--- config.mk ---
export PLATFORM = sky130hd
export DESIGN_NAME = perceptron_mac_sequencer
export DESIGN_NICKNAME = d
export VERILOG_FILES = /design/src/rtl/perceptron_mac_sequencer.sv
export SDC_FILE = /design/constraint.sdc
export NUM_CORES = 1
export LEC_CHECK = 0
export ABC_AREA = 0
export ABC_CLOCK_PERIOD_IN_PS = 5800
export CAP_MARGIN = 5
export CORE_UTILIZATION = 53
export CTS_BUF_LIST = sky130_fd_sc_hd__clkbuf_4
export CTS_CLUSTER_SIZE = 40
export DETAILED_ROUTE_END_ITERATION = 7
export GPL_TIMING_DRIVEN = 1
export PLACE_DENSITY = 0.85
export SLEW_MARGIN = 5
export SYNTH_ARGS = -nofsm -noshare
export SYNTH_HDL_FRONTEND = slang
export SYNTH_SLANG_ARGS = --single-unit
--- constraint.sdc ---
create_clock -name clk_i -period 5.8 [get_ports clk_i]
set_input_delay 0.58 -clock clk_i [delete_from_list [all_inputs] [get_ports clk_i]]
set_output_delay 0.58 -clock clk_i [all_outputs]
set_load 0.02 [all_outputs]
--- src/rtl/perceptron_mac_sequencer.sv ---
// perceptron_mac_sequencer: drives one registered multiplier through an N-input dot product,
// accumulates in two's complement, adds bias and returns a saturated sign-magnitude result.
module perceptron_mac_sequencer #(
    parameter int SIGN     = 1,
    parameter int Q_M      = 16,
    parameter int Q_N      = 16,
    parameter int N_INPUTS = 4,
    localparam int W     = SIGN + Q_M + Q_N,
    localparam int AW    = (N_INPUTS > 1) ? $clog2(N_INPUTS) : 1,
    localparam int ACC_W = Q_M + Q_N + 2 + $clog2(N_INPUTS + 1)
) (
    input  logic          clk_i,
    input  logic          rst_i,
    input  logic          start_i,
    output logic [AW-1:0] idx_o,
    input  logic [W-1:0]  x_i,
    input  logic [W-1:0]  w_i,
    input  logic [W-1:0]  bias_i,
    output logic [W-1:0]  mul_a_o,
    output logic [W-1:0]  mul_b_o,
    input  logic [W-1:0]  mul_y_i,
    output logic          busy_o,
    output logic          done_o,
    output logic [W-1:0]  y_o,
    output logic          sat_o
);
    typedef enum logic [1:0] {IDLE, RUN, DRAIN, FINISH} state_t;

    state_t                   state_q;
    logic [AW-1:0]            idx_q;
    logic                     pv_q, done_q, sat_q;
    logic [W-1:0]             y_q;
    logic signed [ACC_W-1:0]  acc_q, acc_d, sum_d;
    logic [ACC_W-1:0]         mag_d;
    logic                     sat_d;
    logic [W-1:0]             y_d;

    function automatic logic signed [ACC_W-1:0] to_tc(input logic [W-1:0] v);
        logic signed [ACC_W-1:0] m;
        m = {{(ACC_W-W+1){1'b0}}, v[W-2:0]};
        return v[W-1] ? -m : m;
    endfunction

    // Accumulator is wide enough for N full-scale products plus bias, so it never wraps.
    always_comb begin
        acc_d = acc_q + to_tc(mul_y_i);
        sum_d = acc_q + to_tc(bias_i);
        mag_d = sum_d[ACC_W-1] ? -sum_d : sum_d;
        sat_d = |mag_d[ACC_W-1:W-1];
        y_d   = {sum_d[ACC_W-1], sat_d ? {(W-1){1'b1}} : mag_d[W-2:0]};
    end

    always_ff @(posedge clk_i or posedge rst_i) begin
        if (rst_i) begin
            state_q <= IDLE;
            idx_q   <= '0;
            pv_q    <= 1'b0;
            done_q  <= 1'b0;
            sat_q   <= 1'b0;
            y_q     <= '0;
            acc_q   <= '0;
        end else begin
            pv_q   <= (state_q == RUN);
            done_q <= (state_q == FINISH);
            if (pv_q) acc_q <= acc_d;
            case (state_q)
                IDLE: if (start_i) begin
                    acc_q   <= '0;
                    idx_q   <= '0;
                    state_q <= RUN;
                end
                RUN: begin
                    idx_q   <= (idx_q == AW'(N_INPUTS-1)) ? '0 : idx_q + 1'b1;
                    state_q <= (idx_q == AW'(N_INPUTS-1)) ? DRAIN : RUN;
                end
                DRAIN: state_q <= FINISH;
                FINISH: begin
                    y_q     <= y_d;
                    sat_q   <= sat_d;
                    state_q <= IDLE;
                end
                default: state_q <= IDLE;
            endcase
        end
    end

    assign idx_o   = idx_q;
    assign mul_a_o = (state_q == RUN) ? x_i : '0;
    assign mul_b_o = (state_q == RUN) ? w_i : '0;
    assign busy_o  = (state_q != IDLE);
    assign done_o  = done_q;
    assign y_o     = y_q;
    assign sat_o   = sat_q;
endmodule
; ---- After elaboration in Yosys (flattened, before gate mapping)
; Index checks and enable logic that the tools add are counted.
[word_totals]
register_bits = 77
in_bits = 135
word_cells = 38
[classes]
n_addsub = 6
n_eq_ne = 5
muxes = 15
n_reduce_logical = 5
[op_table]
columns = op, count
row1 = 37-bit two-way mux, 6
row2 = 37-bit adder, 2
row3 = 32-bit negation with 37-bit output, 2
row4 = 33-bit two-way mux, 2
row5 = 37-bit negation, 1
row6 = 32-bit two-way mux, 1
row7 = 2-bit two-way mux, 4
row8 = 2-bit one-hot mux with 4 select lines, 1
row9 = "2-bit equality test, second input constant", 3
row10 = 5-bit OR reduction, 1
row11 = 2-bit one-hot mux with 2 select lines, 1
row12 = 2-bit nonzero test, 2
row13 = "2-bit by 1-bit adder with 2-bit output, second input constant", 1
row14 = "2-bit by 1-bit equality test with 1-bit output, second input constant", 1
row15 = 2-bit logical NOT, 1
row16 = "2-bit != test, second input constant", 1
row17 = 2-bit AND reduction, 1

; ---- Longest topological paths before layout
[logic_depth]
ltp_word = 7
ltp_mapped = 25
mapped_depth_nobuf = 21

; ---- Worst setup path after synthesis
; OpenSTA, ideal clock, no wires.
[synth_timing]
path_kind = input to register
from = input port bias_i[12]
to = register y_q[18] (netlist: y_o[18])
arrival_time_ns = 6.220
required_ns = 5.678
path_slack_ns = -0.542
cell_stages = 23
n_path_buf = 4
path_cell_list = or4_4 > or4_4 > or3_1 > or4_1 > o21ai_0 > xnor2_1 > ha_1 > clkbuf_1 > and2_1 > clkbuf_1 > and4_1 > nand2b_1 > nand3_1 > a22o_1 > or4_1 > a2111o_1 > and3_1 > buf_2 > nor3_1 > a211oi_1 > nor4b_4 > buf_6 > a21oi_2
[synth_via]
elab_chain_cells = 7
[synth_rtl]
columns = element, line_no
row1 = from (decl), 18  ; input logic [W-1:0] bias_i,
row2 = 32-bit negation with 37-bit output, 41  ; return v[W-1] ? -m : m;
row3 = 37-bit two-way mux (*), 41
row4 = 37-bit adder (*), 47  ; sum_d = acc_q + to_tc(bias_i);
row5 = 37-bit negation, 48  ; mag_d = sum_d[ACC_W-1] ? -sum_d : sum_d;
row6 = 37-bit two-way mux (*), 48
row7 = 5-bit OR reduction, 49  ; sat_d = |mag_d[ACC_W-1:W-1];
row8 = 32-bit two-way mux (*), 50  ; y_d = {sum_d[ACC_W-1], sat_d ? {(W-1){1'b1}} : mag_d[W-2:0]};
row9 = to (signal assigned), 78  ; y_q <= y_d;
row10 = to (decl), 32  ; logic [W-1:0] y_q;
; Every way passes the cells marked *; elsewhere a longest branch is shown, timed or not.
; A chain may end at the register's enable or synchronous reset.

; ---- Worst setup path in the final report
[layout_timing]
from = input port bias_i[11]
to = register y_q[14] (netlist: y_o[14])
; Same word-level chain as after synthesis.

==> run_summary.xml <==
<?xml version="1.0" encoding="UTF-8"?>
<metrics>
  <group name="synth">
    <metric name="postSynthAreaPerCell" unit="sq um">7.791</metric>
    <metric name="synth_edf_count" unit="">0</metric>
    <metric name="synth_simple_gate_area_share" unit="%">25.70</metric>
    <metric name="synth_cell_types" unit="">73</metric>
    <metric name="synth_nets" unit="">1477</metric>
    <metric name="share_of_cell_area_taken_by_muxes_after_synthesis" unit="%">3.278</metric>
    <metric name="synth_compound_gate_area_share" unit="%">24.72</metric>
    <metric name="syn-instance-count" unit="">1264</metric>
    <metric name="synth_top_family_by_area" unit="">simple AND/OR/NAND/NOR gates</metric>
    <metric name="mappedNetlistArea" unit="sq um">9848</metric>
    <metric name="area_share_of_xor_xnor_cells_in_the_synthesized_design" unit="%">13.07</metric>
    <metric name="synth-seq-cells" unit="">77</metric>
    <metric name="ys.warnings.count" unit="">0</metric>
    <metric name="postSynth.topFlopCell" unit="">sky130_fd_sc_hd__dfrtp_1</metric>
    <metric name="asyncSetResetFlopFracSynth" unit="%">100.0</metric>
    <metric name="synth.yosys.seq_area_share" unit="%">19.57</metric>
    <metric name="post_synthesis_adder_cell_area_fraction" unit="%">10.06</metric>
  </group>
  <group name="timing">
    <metric name="worstMarginPinSlew" unit="ns">1.077</metric>
    <metric name="finalSetupViolations" unit="">0</metric>
    <metric name="slew_viol_final" unit="">0</metric>
    <metric name="hold_viol" unit="">0</metric>
    <metric name="skew" unit="ns">0.04091</metric>
    <metric name="min_period_over_period" unit="%">98.62</metric>
    <metric name="fmaxAchievable" unit="MHz">174.8</metric>
    <metric name="layout_min_cycle_time" unit="ns">5.720</metric>
    <metric name="timing.max_slew.rel_slack" unit="%">28.22</metric>
    <metric name="whs" unit="ns">0.5314</metric>
    <metric name="rsz_0062_raised_after_global_routing" unit="">true</metric>
  </group>
  <group name="critical_path">
    <metric name="reg2regPathDepth" unit="">18</metric>
    <metric name="timing.setup.critical_path_class" unit="">input pin to flip-flop</metric>
    <metric name="arrival" unit="ns">6.07</metric>
    <metric name="setup.worst_path.start_class" unit="">input pin</metric>
    <metric name="timing.reg2reg.setup_slack" unit="ns">1.01</metric>
    <metric name="timing.critical_path.fanout_max" unit="">5</metric>
    <metric name="cp-end-kind" unit="">flip-flop</metric>
    <metric name="critical_path_required" unit="ns">6.15</metric>
    <metric name="rr_startpoint" unit="">acc_q[1]</metric>
    <metric name="critical_path.reg2reg.endpoint" unit="">y_o[14]</metric>
  </group>
  <group name="layout">
    <metric name="syn_to_final_growth" unit="%">47.44</metric>
    <metric name="final_nets" unit="">1893</metric>
    <metric name="layout.area.seq" unit="sq um">1928</metric>
    <metric name="combined_area_of_the_multi_input_logic_cells" unit="sq um">7904</metric>
    <metric name="final_design_area_no_fill" unit="sq um">14520</metric>
    <metric name="layout_filler_cell_count" unit="">1248</metric>
    <metric name="drive_gt1_share" unit="%">20.18</metric>
  </group>
  <group name="placement">
    <metric name="postPlaceCellArea" unit="sq um">13930</metric>
    <metric name="portBuffers" unit="">238</metric>
    <metric name="detailedPlacementHpwl" unit="microns">25440</metric>
    <metric name="globalplace.congestion" unit="">0.9505</metric>
  </group>
  <group name="global_route">
    <metric name="wire_length_of_the_first_global_routing_pass" unit="microns">51990</metric>
    <metric name="grt.overflow.total" unit="">0</metric>
    <metric name="number_of_global_route_vias_before_repair" unit="">10510</metric>
    <metric name="maximum_number_of_pins_on_one_net_before_global_route_repair" unit="">78</metric>
    <metric name="grt.total_usage" unit="%">33.13</metric>
    <metric name="grt_antenna_before_repair" unit="">1</metric>
  </group>
  <group name="floorplan">
    <metric name="io-pin-count" unit="">239</metric>
    <metric name="die_area" unit="sq um">19130</metric>
    <metric name="design.core.area" unit="sq um">18090</metric>
    <metric name="die-width" unit="microns">138.3</metric>
    <metric name="die_y" unit="microns">138.3</metric>
    <metric name="fp-row-count" unit="">49</metric>
    <metric name="start_util" unit="%">54.45</metric>
  </group>
  <group name="clock_network">
    <metric name="worst_skew_pair.late_latency" unit="ns">0.47</metric>
    <metric name="cts_sinks" unit="">77</metric>
    <metric name="cts_hold_buffers" unit="">0</metric>
    <metric name="cts_tree" unit="">yes</metric>
    <metric name="clk_pin_slew_worst_setup_hold_paths" unit="ns">0.14</metric>
    <metric name="cts.htree.levels" unit="">3</metric>
    <metric name="cts_made_buffers" unit="">9</metric>
    <metric name="clockBufferDepth" unit="">2</metric>
    <metric name="root_buffer" unit="">sky130_fd_sc_hd__clkbuf_4</metric>
  </group>
  <group name="status">
    <metric name="status" unit="">complete, but fails checks</metric>
    <metric name="violations_in_the_final_reports" unit="">design-rule violations</metric>
  </group>
  <group name="detailed_routing">
    <metric name="postRouteAntennaNets" unit="">0</metric>
    <metric name="avgViaCountPerCell" unit="">5.808</metric>
    <metric name="detailedRoute.firstIterationViolations" unit="">777</metric>
    <metric name="routed_wirelength" unit="microns">32190</metric>
    <metric name="drt_first_pass_iters" unit="">8</metric>
    <metric name="routed_wire_length_per_instance" unit="microns">16.81</metric>
    <metric name="drc" unit="">10</metric>
    <metric name="detailroute.via_count" unit="">11120</metric>
  </group>
  <group name="hold_path">
    <metric name="min_delay_worst_endpoint" unit="">y_o[7]</metric>
    <metric name="worstHoldStart" unit="">y_o[7]</metric>
    <metric name="hold_class" unit="">flip-flop to flip-flop</metric>
    <metric name="min_delay_path_depth" unit="">2</metric>
  </group>
  <group name="power_and_ir_drop">
    <metric name="leakagePower" unit="uW">0.006422</metric>
    <metric name="worst_ir_drop_vdd" unit="uV">260.7</metric>
    <metric name="power_density" unit="nW/um^2">591.3</metric>
  </group>
  <group name="flow_run">
    <metric name="cap_viol_max_count" unit="">0</metric>
  </group>
</metrics>
Yosys cell counts (all sizes together), types with 30 or more instances:
library cell | instances | area share, %
a21oi | 98 | 6.1
nand2 | 107 | 4.1
xor2 | 39 | 3.5
o21ai | 65 | 3.3
a21o | 47 | 3.6
clkbuf | 53 | 2.0
nor2 | 125 | 4.8
dfrtp | 77 | 20
xnor2 | 108 | 9.6
mux2i | 30 | 3.0
ha | 76 | 9.7
and2 | 79 | 5.0
metal layers:
metal  GRT usage (%)  part of all wire, %  vias to the layer above  wire, microns
li1                -                    -                     5463              -
met1           46.35                   47                     5217          14990
met2           54.23                   47                      390          15090
met3           2.632                  4.4                       52           1419
met4           10.41                  2.2                        0            695
met5               0                    0                        -              0
how the worst max path moves through the flow:
stage	startpoint	endpoint	depth (start not counted)
global route	bias_i[3]	y_o[14]	23
detailed placement	bias_i[12]	y_o[14]	22
CTS	bias_i[15]	y_o[14]	24
global placement	bias_i[12]	y_o[14]	19
floorplan	bias_i[12]	y_o[18]	23
finish	bias_i[11]	y_o[14]	21
placed cells by master, fill, tap and decap left out, types with 29 or more instances in the layout:
cell type / instances
sky130_fd_sc_hd__o21ai_0: 60
sky130_fd_sc_hd__and2_1: 77
sky130_fd_sc_hd__ha_1: 75
sky130_fd_sc_hd__xnor2_1: 107
sky130_fd_sc_hd__nor2_1: 123
sky130_fd_sc_hd__dfrtp_1: 76
sky130_fd_sc_hd__a21oi_2: 29
sky130_fd_sc_hd__clkdlybuf4s50_1: 230
sky130_fd_sc_hd__xor2_1: 39
sky130_fd_sc_hd__mux2i_1: 30
sky130_fd_sc_hd__a21o_1: 47
sky130_fd_sc_hd__buf_4: 218
sky130_fd_sc_hd__nand2_1: 106
sky130_fd_sc_hd__a21oi_1: 67
where the power goes:
group          total [uW]  switching (uW)  internal (uW)
sequential           1110             309            798
clock                 341             208            133
combinational        7140            3770           3370
critical path, cell delays in order:
cell and delay [ns]:
sky130_fd_sc_hd__buf_6 0.09, sky130_fd_sc_hd__or4_4 0.53, sky130_fd_sc_hd__or4_4 0.52, sky130_fd_sc_hd__or3_4 0.40
sky130_fd_sc_hd__or4_4 0.43, sky130_fd_sc_hd__o21ai_2 0.16, sky130_fd_sc_hd__xnor2_1 0.15, sky130_fd_sc_hd__ha_1 0.30
sky130_fd_sc_hd__a21o_1 0.23, sky130_fd_sc_hd__a41oi_2 0.21, sky130_fd_sc_hd__nand3_4 0.13, sky130_fd_sc_hd__a22o_1 0.24
sky130_fd_sc_hd__or4_1 0.47, sky130_fd_sc_hd__a2111o_1 0.47, sky130_fd_sc_hd__and3_4 0.24, sky130_fd_sc_hd__o31ai_4 0.07
sky130_fd_sc_hd__xnor2_2 0.12, sky130_fd_sc_hd__nor4b_4 0.32, sky130_fd_sc_hd__buf_6 0.19, sky130_fd_sc_hd__buf_12 0.14
sky130_fd_sc_hd__a31oi_4 0.07
final cells by class:
class,count,area share [%]
flip-flops and latches,77,13.28
repair buffers,464,28.58
clock inverters,7,0.4998
diodes,1,0.01723
clock buffers,9,0.4653
multi-input cells,1099,54.43
inverters,29,0.7497
well taps,229,1.973
cells by family after synthesis:
family / count (synthesis)
mux: 32
simple gates: 491
flops: 77
xor+xnor: 147
fa+ha+maj: 78
compound gates: 351
buf+inv: 88
timing repair:
item	in CTS	in global routing
buffers inserted	12	3
gates resized for setup	48	42
pin swaps	23	27
cloned	4	0
setup endpoints to repair	33	38
through the flow:
step	utilization, %	cells	setup TNS, ns	power, uW	worst slack [ns]
CTS	79.42	1916	-0.01540	8279	-0.01453
global placement	77.02	1885	-21.34	7585	-0.6579
floorplan	-	1264	-8.601	5336	-0.2746
detailed placement	77.02	1885	-24.40	7797	-0.7372
global route	80.28	1915	-0.4633	9235	-0.04088
finish	80.28	1915	0	8586	0.07998
flip-flops by register name, indices dropped and copies added (netlist names), named ones only:
name,count
pv_q,1
y_o,33
sat_o,1
acc_q,37
done_o,1
state_q,1
idx_o,2
No activity file was read; power rests on OpenSTA's default activity.
